==> src/rtl/ov_init_sequencer.sv <==
// Purpose: walks a per-bank table of WRITE/DELAY/END entries from a 1-cycle
//          synchronous ROM and issues each WRITE as a sub_addr/data word to an
//          SCCB master over a valid/ready stream.
// Latency: start to first m_valid is 3 cycles; one word every 3 cycles with
//          m_ready held high.
// Backpressure: SEND holds sub_addr/data and m_valid until m_ready; the table
//          walk stalls meanwhile.
// Ports:
//   clk, rst_n         clock, asynchronous active-low reset
//   start, bank_sel    run request and bank, sampled only in IDLE/DONE
//   abort              return to IDLE immediately, highest priority
//   tbl_bank, tbl_idx  ROM address; tbl_entry is ROM data one cycle later
//   m_valid, m_ready   write-word handshake carrying sub_addr/data
//   busy, done         status levels; done_pulse marks the rising edge of done
//   err                one-cycle pulse when a start names a nonexistent bank
module ov_init_sequencer #(
  parameter int ADDR_W      = 8,
  parameter int DATA_W      = 8,
  parameter int NUM_ENTRIES = 256,
  parameter int NUM_BANKS   = 2,
  parameter int DELAY_UNIT  = 1000,
  parameter int AUTO_START  = 1,
  localparam int IDX_W  = $clog2(NUM_ENTRIES),
  localparam int BANK_W = (NUM_BANKS > 1) ? $clog2(NUM_BANKS) : 1,
  localparam int ENT_W  = 2 + ADDR_W + DATA_W
) (
  input  logic              clk,
  input  logic              rst_n,
  input  logic              start,
  input  logic [BANK_W-1:0] bank_sel,
  input  logic              abort,
  output logic [BANK_W-1:0] tbl_bank,
  output logic [IDX_W-1:0]  tbl_idx,
  input  logic [ENT_W-1:0]  tbl_entry,
  output logic              m_valid,
  input  logic              m_ready,
  output logic [ADDR_W-1:0] sub_addr,
  output logic [DATA_W-1:0] data,
  output logic              busy,
  output logic              done,
  output logic              done_pulse,
  output logic              err
);

  localparam int PRE_W = (DELAY_UNIT > 1) ? $clog2(DELAY_UNIT) : 1;

  typedef enum logic [2:0] {
    S_IDLE, S_FETCH, S_DECODE, S_SEND, S_DELAY, S_DONE
  } state_t;

  state_t              r_state, w_state_nxt;
  logic [BANK_W-1:0]   r_bank;
  logic [IDX_W-1:0]    r_idx;
  logic [ADDR_W-1:0]   r_addr;
  logic [DATA_W-1:0]   r_data;
  logic [DATA_W-1:0]   r_ticks;
  logic [PRE_W-1:0]    r_pre;
  logic                r_done, r_done_pulse, r_err;
  // Set by reset when AUTO_START: makes the first clock behave as a start of bank 0.
  logic                r_auto;

  logic [1:0]          w_op;
  logic [ADDR_W-1:0]   w_ent_addr;
  logic [DATA_W-1:0]   w_ent_data;
  logic                w_can_start, w_bank_ok, w_accept, w_reject;
  logic [BANK_W-1:0]   w_start_bank;
  logic                w_last, w_pre_end, w_delay_end, w_entry_done, w_enter_done;

  assign w_op       = tbl_entry[ENT_W-1 -: 2];
  assign w_ent_addr = tbl_entry[DATA_W +: ADDR_W];
  assign w_ent_data = tbl_entry[DATA_W-1:0];

  assign w_can_start  = ((r_state == S_IDLE) || (r_state == S_DONE)) && !abort;
  assign w_bank_ok    = 32'(bank_sel) < NUM_BANKS;
  assign w_accept     = w_can_start && (r_auto || (start && w_bank_ok));
  assign w_reject     = w_can_start && !r_auto && start && !w_bank_ok;
  assign w_start_bank = r_auto ? '0 : bank_sel;

  assign w_last    = (r_idx == IDX_W'(NUM_ENTRIES - 1));
  assign w_pre_end = (r_pre == PRE_W'(DELAY_UNIT - 1));
  // A zero count leaves after one cycle; otherwise leave on the last prescaler
  // cycle of the last tick, giving exactly data*DELAY_UNIT cycles.
  assign w_delay_end = (r_ticks == '0) || ((r_ticks == DATA_W'(1)) && w_pre_end);

  always_ff @(posedge clk or negedge rst_n) begin
    if (!rst_n) r_state <= S_IDLE;
    else        r_state <= w_state_nxt;
  end

  always_comb begin
    w_state_nxt  = r_state;
    w_entry_done = 1'b0;
    case (r_state)
      S_IDLE, S_DONE: if (w_accept) w_state_nxt = S_FETCH;
      S_FETCH:        w_state_nxt = S_DECODE;
      S_DECODE: begin
        case (w_op)
          2'b00:   w_state_nxt = S_SEND;
          2'b01:   w_state_nxt = S_DELAY;
          2'b10:   w_state_nxt = S_DONE;
          default: w_entry_done = 1'b1;
        endcase
      end
      S_SEND:  if (m_ready)     w_entry_done = 1'b1;
      S_DELAY: if (w_delay_end) w_entry_done = 1'b1;
      default: w_state_nxt = S_IDLE;
    endcase
    // The last table slot ends the run instead of wrapping the index.
    if (w_entry_done) w_state_nxt = w_last ? S_DONE : S_FETCH;
    if (abort)        w_state_nxt = S_IDLE;
  end

  assign w_enter_done = (w_state_nxt == S_DONE) && (r_state != S_DONE);

  always_ff @(posedge clk or negedge rst_n) begin
    if (!rst_n) begin
      r_bank       <= '0;
      r_idx        <= '0;
      r_addr       <= '0;
      r_data       <= '0;
      r_ticks      <= '0;
      r_pre        <= '0;
      r_done       <= 1'b0;
      r_done_pulse <= 1'b0;
      r_err        <= 1'b0;
      r_auto       <= (AUTO_START != 0);
    end else begin
      r_auto       <= 1'b0;
      r_err        <= w_reject;
      r_done_pulse <= w_enter_done;

      if (w_accept) begin
        r_bank <= w_start_bank;
        r_idx  <= '0;
        r_done <= 1'b0;
      end else begin
        if (w_entry_done && !w_last && !abort) r_idx <= r_idx + 1'b1;
        if (w_enter_done)                      r_done <= 1'b1;
      end

      if (r_state == S_DECODE) begin
        if (w_op == 2'b00) begin
          r_addr <= w_ent_addr;
          r_data <= w_ent_data;
        end
        r_ticks <= w_ent_data;
        r_pre   <= '0;
      end else if (r_state == S_DELAY) begin
        if (w_pre_end) begin
          r_pre   <= '0;
          r_ticks <= r_ticks - 1'b1;
        end else begin
          r_pre <= r_pre + 1'b1;
        end
      end
    end
  end

  assign tbl_bank   = r_bank;
  assign tbl_idx    = r_idx;
  assign m_valid    = (r_state == S_SEND);
  assign sub_addr   = r_addr;
  assign data       = r_data;
  assign busy       = (r_state == S_FETCH) || (r_state == S_DECODE) ||
                      (r_state == S_SEND)  || (r_state == S_DELAY);
  assign done       = r_done;
  assign done_pulse = r_done_pulse;
  assign err        = r_err;

endmodule
==> config.mk <==
export PLATFORM = sky130hd
export DESIGN_NAME = ov_init_sequencer
export DESIGN_NICKNAME = d
export VERILOG_FILES = /design/src/rtl/ov_init_sequencer.sv
export SDC_FILE = /design/constraint.sdc
export NUM_CORES = 1
export LEC_CHECK = 0
export CAP_MARGIN = 20
export CELL_PAD_IN_SITES_DETAIL_PLACEMENT = 1
export CELL_PAD_IN_SITES_GLOBAL_PLACEMENT = 1
export CORE_ASPECT_RATIO = 0.6
export CORE_MARGIN = 10
export CORE_UTILIZATION = 39
export CTS_CLUSTER_SIZE = 16
export DETAILED_ROUTE_END_ITERATION = 16
export PLACE_DENSITY_LB_ADDON = 0.1
export SKIP_LAST_GASP = 1
export SLEW_MARGIN = 20
export SYNTH_ARGS = -nofsm -noshare
export SYNTH_HDL_FRONTEND = slang
export SYNTH_SLANG_ARGS = --single-unit
==> constraint.sdc <==
create_clock -name clk -period 2.7 [get_ports clk]
set_clock_uncertainty 0.2 [all_clocks]
set_input_delay 0.675 -clock clk [delete_from_list [all_inputs] [get_ports clk]]
set_output_delay 0.675 -clock clk [all_outputs]
set_load 0.02 [all_outputs]
==> results of run 1 <==
## what timing repair did
item | 4_1_cts | 5_1_grt
cloned | 0 | 0
resized for setup | 2 | 5
setup buffers | 1 | 1
setup endpoints to repair | 3 | 3
## synthesized netlist by cell type (2+ instances only)
cell / number / area [sq um]
a211oi_1: 2 / 15.01
nand3b_1: 2 / 15.01
nor3_1: 5 / 25.02
nand3_1: 11 / 55.05
o21ai_0: 18 / 90.09
clkbuf_1: 8 / 30.03
inv_1: 9 / 33.78
nand4_1: 2 / 12.51
nor4_1: 5 / 31.28
or2_2: 2 / 12.51
dfrtp_1: 48 / 1201
or3_1: 2 / 12.51
nand2b_1: 6 / 37.54
and2_1: 2 / 12.51
or4_1: 4 / 30.03
xnor2_1: 7 / 61.31
and4_1: 2 / 17.52
buf_2: 2 / 10.01
nor4_4: 2 / 42.54
a21oi_1: 6 / 30.03
ha_1: 8 / 100.1
xor2_1: 9 / 78.83
mux2i_1: 5 / 50.05
o311ai_0: 2 / 17.52
mux2_2: 17 / 191.4
nand2_1: 23 / 86.33
buf_6: 2 / 22.52
and3_1: 2 / 12.51
nor2_1: 19 / 71.32
## kinds of logic (layout without fill, tap and decap cells)
| kind of cell | count (synthesis) | in the layout | synth area share |
|---|---|---|---|
| other | 1 | 2 | 0.001434 |
| multiplexers | 22 | 22 | 0.09234 |
| adder cells (fa/ha/maj) | 8 | 8 | 0.03828 |
| XOR/XNOR | 16 | 16 | 0.05359 |
| flip-flops | 49 | 49 | 0.4694 |
| AND/OR/NAND/NOR | 96 | 96 | 0.2053 |
| AO/OA/AOI/OAI | 40 | 40 | 0.09858 |
| buffers and inverters | 23 | 88 | 0.04115 |
## layer usage
metal | vias up | global-route usage | wire length [microns]
li1 | 1018 | - | -
met1 | 1087 | 0.1941 | 3542
met2 | 55 | 0.1991 | 3179
met3 | 2 | 0.06472 | 633
met4 | 0 | 0.02174 | 32
met5 | - | 0 | 0
## power breakdown
part / switching [W] / leakage, nW / total (W) / internal, W
Clock: 0.000269 / 0.0374 / 0.000452 / 0.000183
Sequential: 0.000114 / 0.648 / 0.000986 / 0.000872
Combinational: 0.000312 / 0.783 / 0.000626 / 0.000314
## path summary, 6_finish.rpt
kind	from	to	slack, ns
worst max register to register	r_ticks[5]	tbl_idx[3]	0.13
min in group clk	tbl_bank	tbl_bank	0.28
worst max-delay path	tbl_entry[16]	tbl_idx[3]	0.03
worst min-delay path	rst_n	data[2]	0.09
worst min register to register	tbl_bank	tbl_bank	0.28
max in group asynchronous	rst_n	done	1.59
## through the flow
step                hold slack (ns)  setup TNS, ns
floorplan                    0.1794              0
global placement             0.2598        -0.9914
detailed placement           0.2649         -2.109
CTS                          0.1094              0
global route                 0.1306        -0.1214
finish                      0.09409              0
## flip-flops by register name, summed over array words and instances, names as in the netlist
| signal | cells |
|---|---|
| sub_addr | 8 |
| data | 8 |
| tbl_bank | 1 |
| tbl_idx | 8 |
| done_pulse | 1 |
| r_state | 3 |
| r_pre | 10 |
| r_auto | 1 |
| r_ticks | 8 |
| done | 1 |
## final cells by class
cell class	instances	area (sq um)	share of cell area
Clock inverter	2	15.01	0.004372
Tap cell	84	105.1	0.03060
Inverter	9	33.78	0.009836
Clock buffer	6	72.57	0.02113
Sequential cell	49	1227	0.3574
Timing Repair Buffer	71	668.1	0.1945
Multi-Input combinational cell	184	1313	0.3822
## worst register-to-register path, stage by stage, from the launching register on
cell     delay (ns)
dfrtp_1        0.42
or4_1          0.62
o32ai_2        0.39
o21ai_4        0.17
or4_1          0.55
a21oi_2        0.15
==> metrics, run 1 <==
run status finished clean; Pwr Density approximately 600 nW/um^2; Final Hold Vio Count 0; sequential share of the synthesized area 0.4694; Final period util 0.9900; Final #Nets ~350; Tot Pwr between 0.002 and 0.0025 W; core footprint between 6000 and 7000 sq um; max capacitance violation total 0; critical path's largest stage delay 0.55 ns; Mean Syn Cell Area slightly above 10 sq um; # IOs 54; crit path max fanout 9; Crit path required time 2.74 ns; Total GRT Usage 0.1412; critical path's slowest cell or4_1; Final Setup Violations 0; count of cell types in the netlist 52; total iterations of the first detailed-routing run 4; Crit path arrival time 2.71 ns; first-pass GRT wire length 12370 microns; H-Tree Depth 2; Wirelength per Cell 18.24 microns; synthesized area between 2000 and 3000 sq um; Placer Congestion 0.8923; most common cell after layout, fill and taps aside clkdlybuf4s50_1; Initial Util 0.4148; min cycle time layout between 2 and 3 ns; Worst setup EP type register; synth warn 0; # rows 22; synth-to-layout area growth 31.34%; via count between 2000 and 2500; commonest cells after routing, fill and taps aside clkdlybuf4s50_1, dfrtp_1, nand2_1, nor2_1; Antenna Violating Nets Remaining 0; post-layout util 0.5449; PortBufs between 50 and 60; P_leak between 1 and 1.5 nW; Largest delay share family, worst path buffers and inverters; vias in the first global route between 2000 and 2500; Clock Latency Late Sink 0.31 ns; Cell Area, Placed between 3000 and 4000 sq um; Filler cells 701; DP Cell Count around 400; diode count 0; Max-Slew Margin vs Limit 0.5984; Die ar. roughly 10000 sq um; CP Depth 8; Max Fclk about 0.37 GHz; buffers and inverters on the worst path 2; final cell count without fillers between 400 and 500; DP HPWL between 5000 and 6000 microns; initial antenna violation count 0; initial DRC count 110; final non-filler cell area 3435 sq um; Final Routed Wirelength between 7000 and 8000 microns; Clock transition at path regs about 0.1 ns; Die Height approximately 83 microns; # DRC 0; Overflow after GRT 0; Longest Clk Path Bufs 2; Clk Tree Root Cell clkbuf_8; unrepaired setup endpoints after global routing true; Post-Place Worst Slack -0.3326 ns; Post-synth ARST share 1.000; die width 125.7 microns; Final Max Slew Viols 0; largest net degree at the start of global routing 20; register bit count reported by yosys 49; fraction of layout cells with a size suffix above 1 0.1713; vias per cell around 5.3; PnR worst setup slack approximately 0.027 ns; Max VDD drop about 0.00035 V; CTS buffer count 5; Setup CP Type primary input to register; Cells after Synth roughly 260; CTS tree built; HP Class primary input to asynchronous set/reset pin; worst-path cell chain clkdlybuf4s50_1 -> ha_2 -> buf_4 -> mux2i_1 -> o32ai_2 -> o21ai_4 -> or4_1 -> a21oi_2; cts hold-fix bufs 0; cell count of the worst reg-to-reg path 5; CP Launch Type primary input; number of flops mapped to enable cells by yosys 0; Worst Tran Pin Value approximately 0.6 ns; CTS Sinks 49; Post-synth top flop dfrtp_1
No activity file was read; power rests on OpenSTA's default activity.
==> run 2, diff against run 1 <==
--- a/constraint.sdc
+++ b/constraint.sdc
@@ -4,2 +4,2 @@
 set_output_delay 0.675 -clock clk [all_outputs]
-set_load 0.02 [all_outputs]
+set_load 0.01 [all_outputs]
==> metrics, run 2 (synthesized netlist as in run 1, its figures left out) <==
P_leak ~1.5 nW; Final Routed Wirelength 7149 microns; Crit Reg-Reg Startpoint r_pre[0]; final non-filler cell area 3450 sq um; Setup CP Type register to primary output; Final Setup Violations 0; Clock Latency Late Sink ~0.30 ns; PnR worst setup slack roughly 0.13 ns; post-layout util 0.5472; Worst Setup SP r_state[1]; CTS Sinks 49; CTS tree built; Total GRT Usage 0.1346; Largest Register r_pre; Clock transition at path regs 0.09 ns; Overflow after GRT 0; min cycle time layout ~2.6 ns; Flop pwr share 0.495; cts hold-fix bufs 0; Final #Nets about 350; Wirelength per Cell between 15 and 20 microns; H-Tree Depth 2; Placer Congestion between 0.9 and 1; first-pass GRT wire length ~12000 microns; core footprint between 6000 and 7000 sq um; initial DRC count ~120; Final Max Slew Viols 0; Initial Util 0.4148; cell count of the worst reg-to-reg path 6; Longest Clk Path Bufs 2; Cell Area, Placed about 3300 sq um; CP Launch Type register; Max VDD drop roughly 0.00042 V; Clk Tree Root Cell clkbuf_8; Max-Slew Margin vs Limit 0.5936; cell-internal power 0.001371 W; Final Hold Vio Count 0; diode count 0; initial antenna violation count 0; setup TNS 0 ns; Antenna Violating Nets Remaining 0; Crit path arrival time 1.69 ns; DP HPWL roughly 5400 microns; Die ar. ~10000 sq um; NetSw roughly 0.00063 W; RR Endpoint tbl_idx[3]; largest net degree at the start of global routing 20; Pwr Density between 500 and 600 nW/um^2; # rows 22; synth-to-layout area growth 31.91%; CTS buffer count 5; run status finished clean; Clock power frac 0.219; HP Class primary input to asynchronous set/reset pin; Die Height ~83 microns; Switching Share 0.3142; vias in the first global route 2292; most common cell after layout, fill and taps aside clkdlybuf4s50_1; unrepaired setup endpoints after global routing false; max reg flops 10; # IOs 54; crit path max fanout 9; Final period util 0.9517; Hold WS roughly 0.10 ns; via count 2113; Post-Place Worst Slack -0.3202 ns; Crit path required time about 1.8 ns; R2R setup slack around 0.14 ns; max capacitance violation total 0; die width roughly 130 microns; Worst Tran Pin Value 0.6051 ns; # DRC 0; Max Fclk approximately 0.39 GHz; Comb power frac 0.287; fraction of layout cells with a size suffix above 1 0.1719; vias per cell 5.230; PortBufs 52; commonest cells after routing, fill and taps aside clkdlybuf4s50_1, dfrtp_1, nand2_1, nor2_1, o21ai_0; total iterations of the first detailed-routing run 4; Worst setup EP type primary output
[run 2: stage by stage]
stage | total power (W) | cells
final | 0.001999 | 404
after floorplan | 0.001253 | 256
after global placement | 0.001549 | 395
after CTS | 0.002021 | 403
after detailed placement | 0.001571 | 395
after global routing | 0.002133 | 404
[run 2: cell type report]
class,instances,area [sq um]
inverter,9,33.78
clock buffer,6,72.57
clock inverter,2,15.01
sequential,49,1227
fill,696,2854
multi-input combinational,184,1328
tap,84,105.1
timing repair buffer,70,668.1
[run 2: power groups by stage]
stage | Sequential (W) | Clock (W) | Combinational [W]
finish | 0.000989 | 0.000438 | 0.000573
global route | 0.00101 | 0.000487 | 0.000638
CTS | 0.000987 | 0.000455 | 0.000578
detailed placement | 0.000998 | 0 | 0.000572
global placement | 0.000992 | 0 | 0.000557
floorplan | 0.00101 | 0 | 0.000245
[run 2: routing by layer]
metal / GRT usage / share of wire / up-vias
li1: - / - / 1024
met3: 0.06282 / 0.086 / 2
met1: 0.1823 / 0.49 / 1043
met5: 0 / 0 / -
met4: 0.01863 / 0.0027 / 0
met2: 0.1934 / 0.43 / 44
[run 2: critical path, stage by stage, from the launching register on]
cell,delay [ns]
dfrtp_1,0.50
nor2_2,0.18
xnor2_1,0.15
clkdlybuf4s50_1,0.57
[run 2: repair_timing]
action,in CTS,in global routing
hold endpoints to repair,0,0
pin swaps,0,2
setup buffers,0,1
endpoints found under the setup margin,1,7
gates resized for setup,1,8
[run 2: how the worst max path moves through the flow]
| stage | to | slack [ns] | depth (start not counted) |
|---|---|---|---|
| finish | busy | 0.13 | 3 |
| global route | busy | 0.01 | 3 |
| detailed placement | tbl_idx[3] | -0.32 | 7 |
| floorplan | tbl_idx[4] | 0.37 | 7 |
| global placement | tbl_idx[3] | -0.20 | 7 |
| CTS | tbl_idx[3] | 0.002 | 7 |
==> run 3, diff against run 2 <==
CORE_UTILIZATION = 41   (was 39)
CTS_BUF_LIST = sky130_fd_sc_hd__clkbuf_4   (was not set)
==> metrics, run 3 (synthesized netlist as in run 1, its figures left out) <==
fraction of layout cells with a size suffix above 1 0.1908; run status finished clean; Worst Tran Pin Value about 0.72 ns; crit path max fanout 7; DP Cell Count approximately 400; Max VDD drop around 0.0003 V; largest net degree at the start of global routing 30; Clk Tree Root Cell clkbuf_4; Clock Latency Late Sink 0.37 ns; H-Tree Depth 2; met2 wire length approximately 3300 microns; buffers and inverters on the worst path 1; CTS Sinks 49; Largest delay share family, worst path simple AND/OR/NAND/NOR gates; die width roughly 120 microns; vias per cell 5.271; # IOs 54; multi-input logic area around 1300 sq um; Final Setup Violations 0; Worst setup EP type register; PortBufs 52; Crit path arrival time around 2.7 ns; min cycle time layout between 2 and 3 ns; core footprint 6138 sq um; Overflow after GRT 0; Top Layer Used met4; via count around 2200; DP HPWL roughly 5500 microns; Die Height 81.86 microns; Final #Nets 356; critical path's largest stage delay about 0.53 ns; first-pass GRT wire length ~12000 microns; post-layout util 0.5656; Die ar. between 10000 and 15000 sq um; PnR worst setup slack roughly 0.12 ns; Filler cells roughly 700; worst-path cell chain clkdlybuf4s50_1 -> ha_4 -> nor4bb_4 -> a221o_1 -> o21ai_2 -> or4_1 -> a21oi_1; Initial Util 0.4260; met1 WL 3481 microns; Cell Area, Placed around 3300 sq um; register area 1230 sq um; P_leak about 1.5 nW; initial antenna violation count 0; CP Launch Type primary input; final cell count without fillers slightly above 400; Pwr Density ~580 nW/um^2; CTS buffer count 5; Final Hold Vio Count 0; Max-Slew Margin vs Limit 0.5167; # rows 22; metal3 WL 474 microns; Setup CP Type primary input to register; diode count 0; CTS tree built; total iterations of the first detailed-routing run 4; Longest Clk Path Bufs 2; final non-filler cell area around 3500 sq um; max capacitance violation total 0; Placer Congestion 0.8277; critical path's slowest cell clkdlybuf4s50_1; initial DRC count just under 90; commonest cells after routing, fill and taps aside clkdlybuf4s50_1, dfrtp_1, nand2_1, buf_4; Largest Register r_pre; Crit path required time between 2 and 3 ns; Total GRT Usage 0.1500; max reg flops 10; synth-to-layout area growth 32.78%; Final Routed Wirelength 7253 microns; R2R setup slack roughly 0.13 ns; Final period util 0.9559; most common cell after layout, fill and taps aside clkdlybuf4s50_1; Post-Place Worst Slack -0.3754 ns; Antenna Violating Nets Remaining 0; Clock transition at path regs ~0.15 ns; HP Class primary input to asynchronous set/reset pin; cts hold-fix bufs 0; Final Max Slew Viols 0; vias in the first global route about 2400; Wirelength per Cell between 15 and 20 microns; # DRC 0; Max Fclk ~0.39 GHz
## run 3: cell types whose count changed in the layout (fill, tap and decap cells not counted), moves of 2 or more
| cell | delta |
|---|---|
| dfrtp_1 | -2 |
| clkbuf_8 | -5 |
| clkbuf_4 | +6 |
| dfrtp_2 | +2 |
| buf_4 | +5 |
| clkinvlp_4 | -2 |
## run 3: through the flow
step            TNS, ns  total power (W)  hold slack [ns]
4_1_cts               0         0.002049           0.1037
2_1_floorplan         0         0.001253           0.1794
6_report              0         0.002027          0.09717
5_1_grt        -0.01622         0.002153           0.1098
3_3_place_gp     -1.691         0.001542           0.2550
3_5_place_dp     -2.646         0.001578           0.2664
## run 3: routing by layer
| metal | global-route usage | up-vias |
|---|---|---|
| li1 | - | 1035 |
| met1 | 0.1973 | 1075 |
| met2 | 0.2338 | 42 |
| met3 | 0.05616 | 4 |
| met4 | 0.02778 | 0 |
| met5 | 0 | - |
## run 3: final timing paths
kind                          startpoint         end  cells after the start
min                                rst_n     data[2]                      1
max in group asynchronous          rst_n      r_auto                      2
max reg2reg                   r_state[1]  tbl_idx[3]                      6
min reg2reg                     tbl_bank    tbl_bank                      2
max                        tbl_entry[16]  tbl_idx[3]                      7
min in group clk                tbl_bank    tbl_bank                      2
## run 3: timing repair
action,4_1_cts,5_1_grt
endpoints found under the hold margin,0,0
resized for setup,3,6
endpoints found under the setup margin,1,8
setup buffers,0,3
## run 3: final cells by class
type | instances | area share
sequential | 49 | 0.3542
multi-input combinational | 184 | 0.3784
clock inverter | 2 | 0.01117
inverter | 9 | 0.009730
tap | 84 | 0.03027
timing repair buffer | 75 | 0.2032
clock buffer | 6 | 0.01297
## run 3: report_power, final
group / switching, W / internal, W / total [W] / leakage [nW]
logic: 0.000262 / 0.000320 / 0.000582 / 0.828
clock network: 0.000255 / 0.000208 / 0.000463 / 0.0459
registers: 0.000110 / 0.000872 / 0.000982 / 0.645
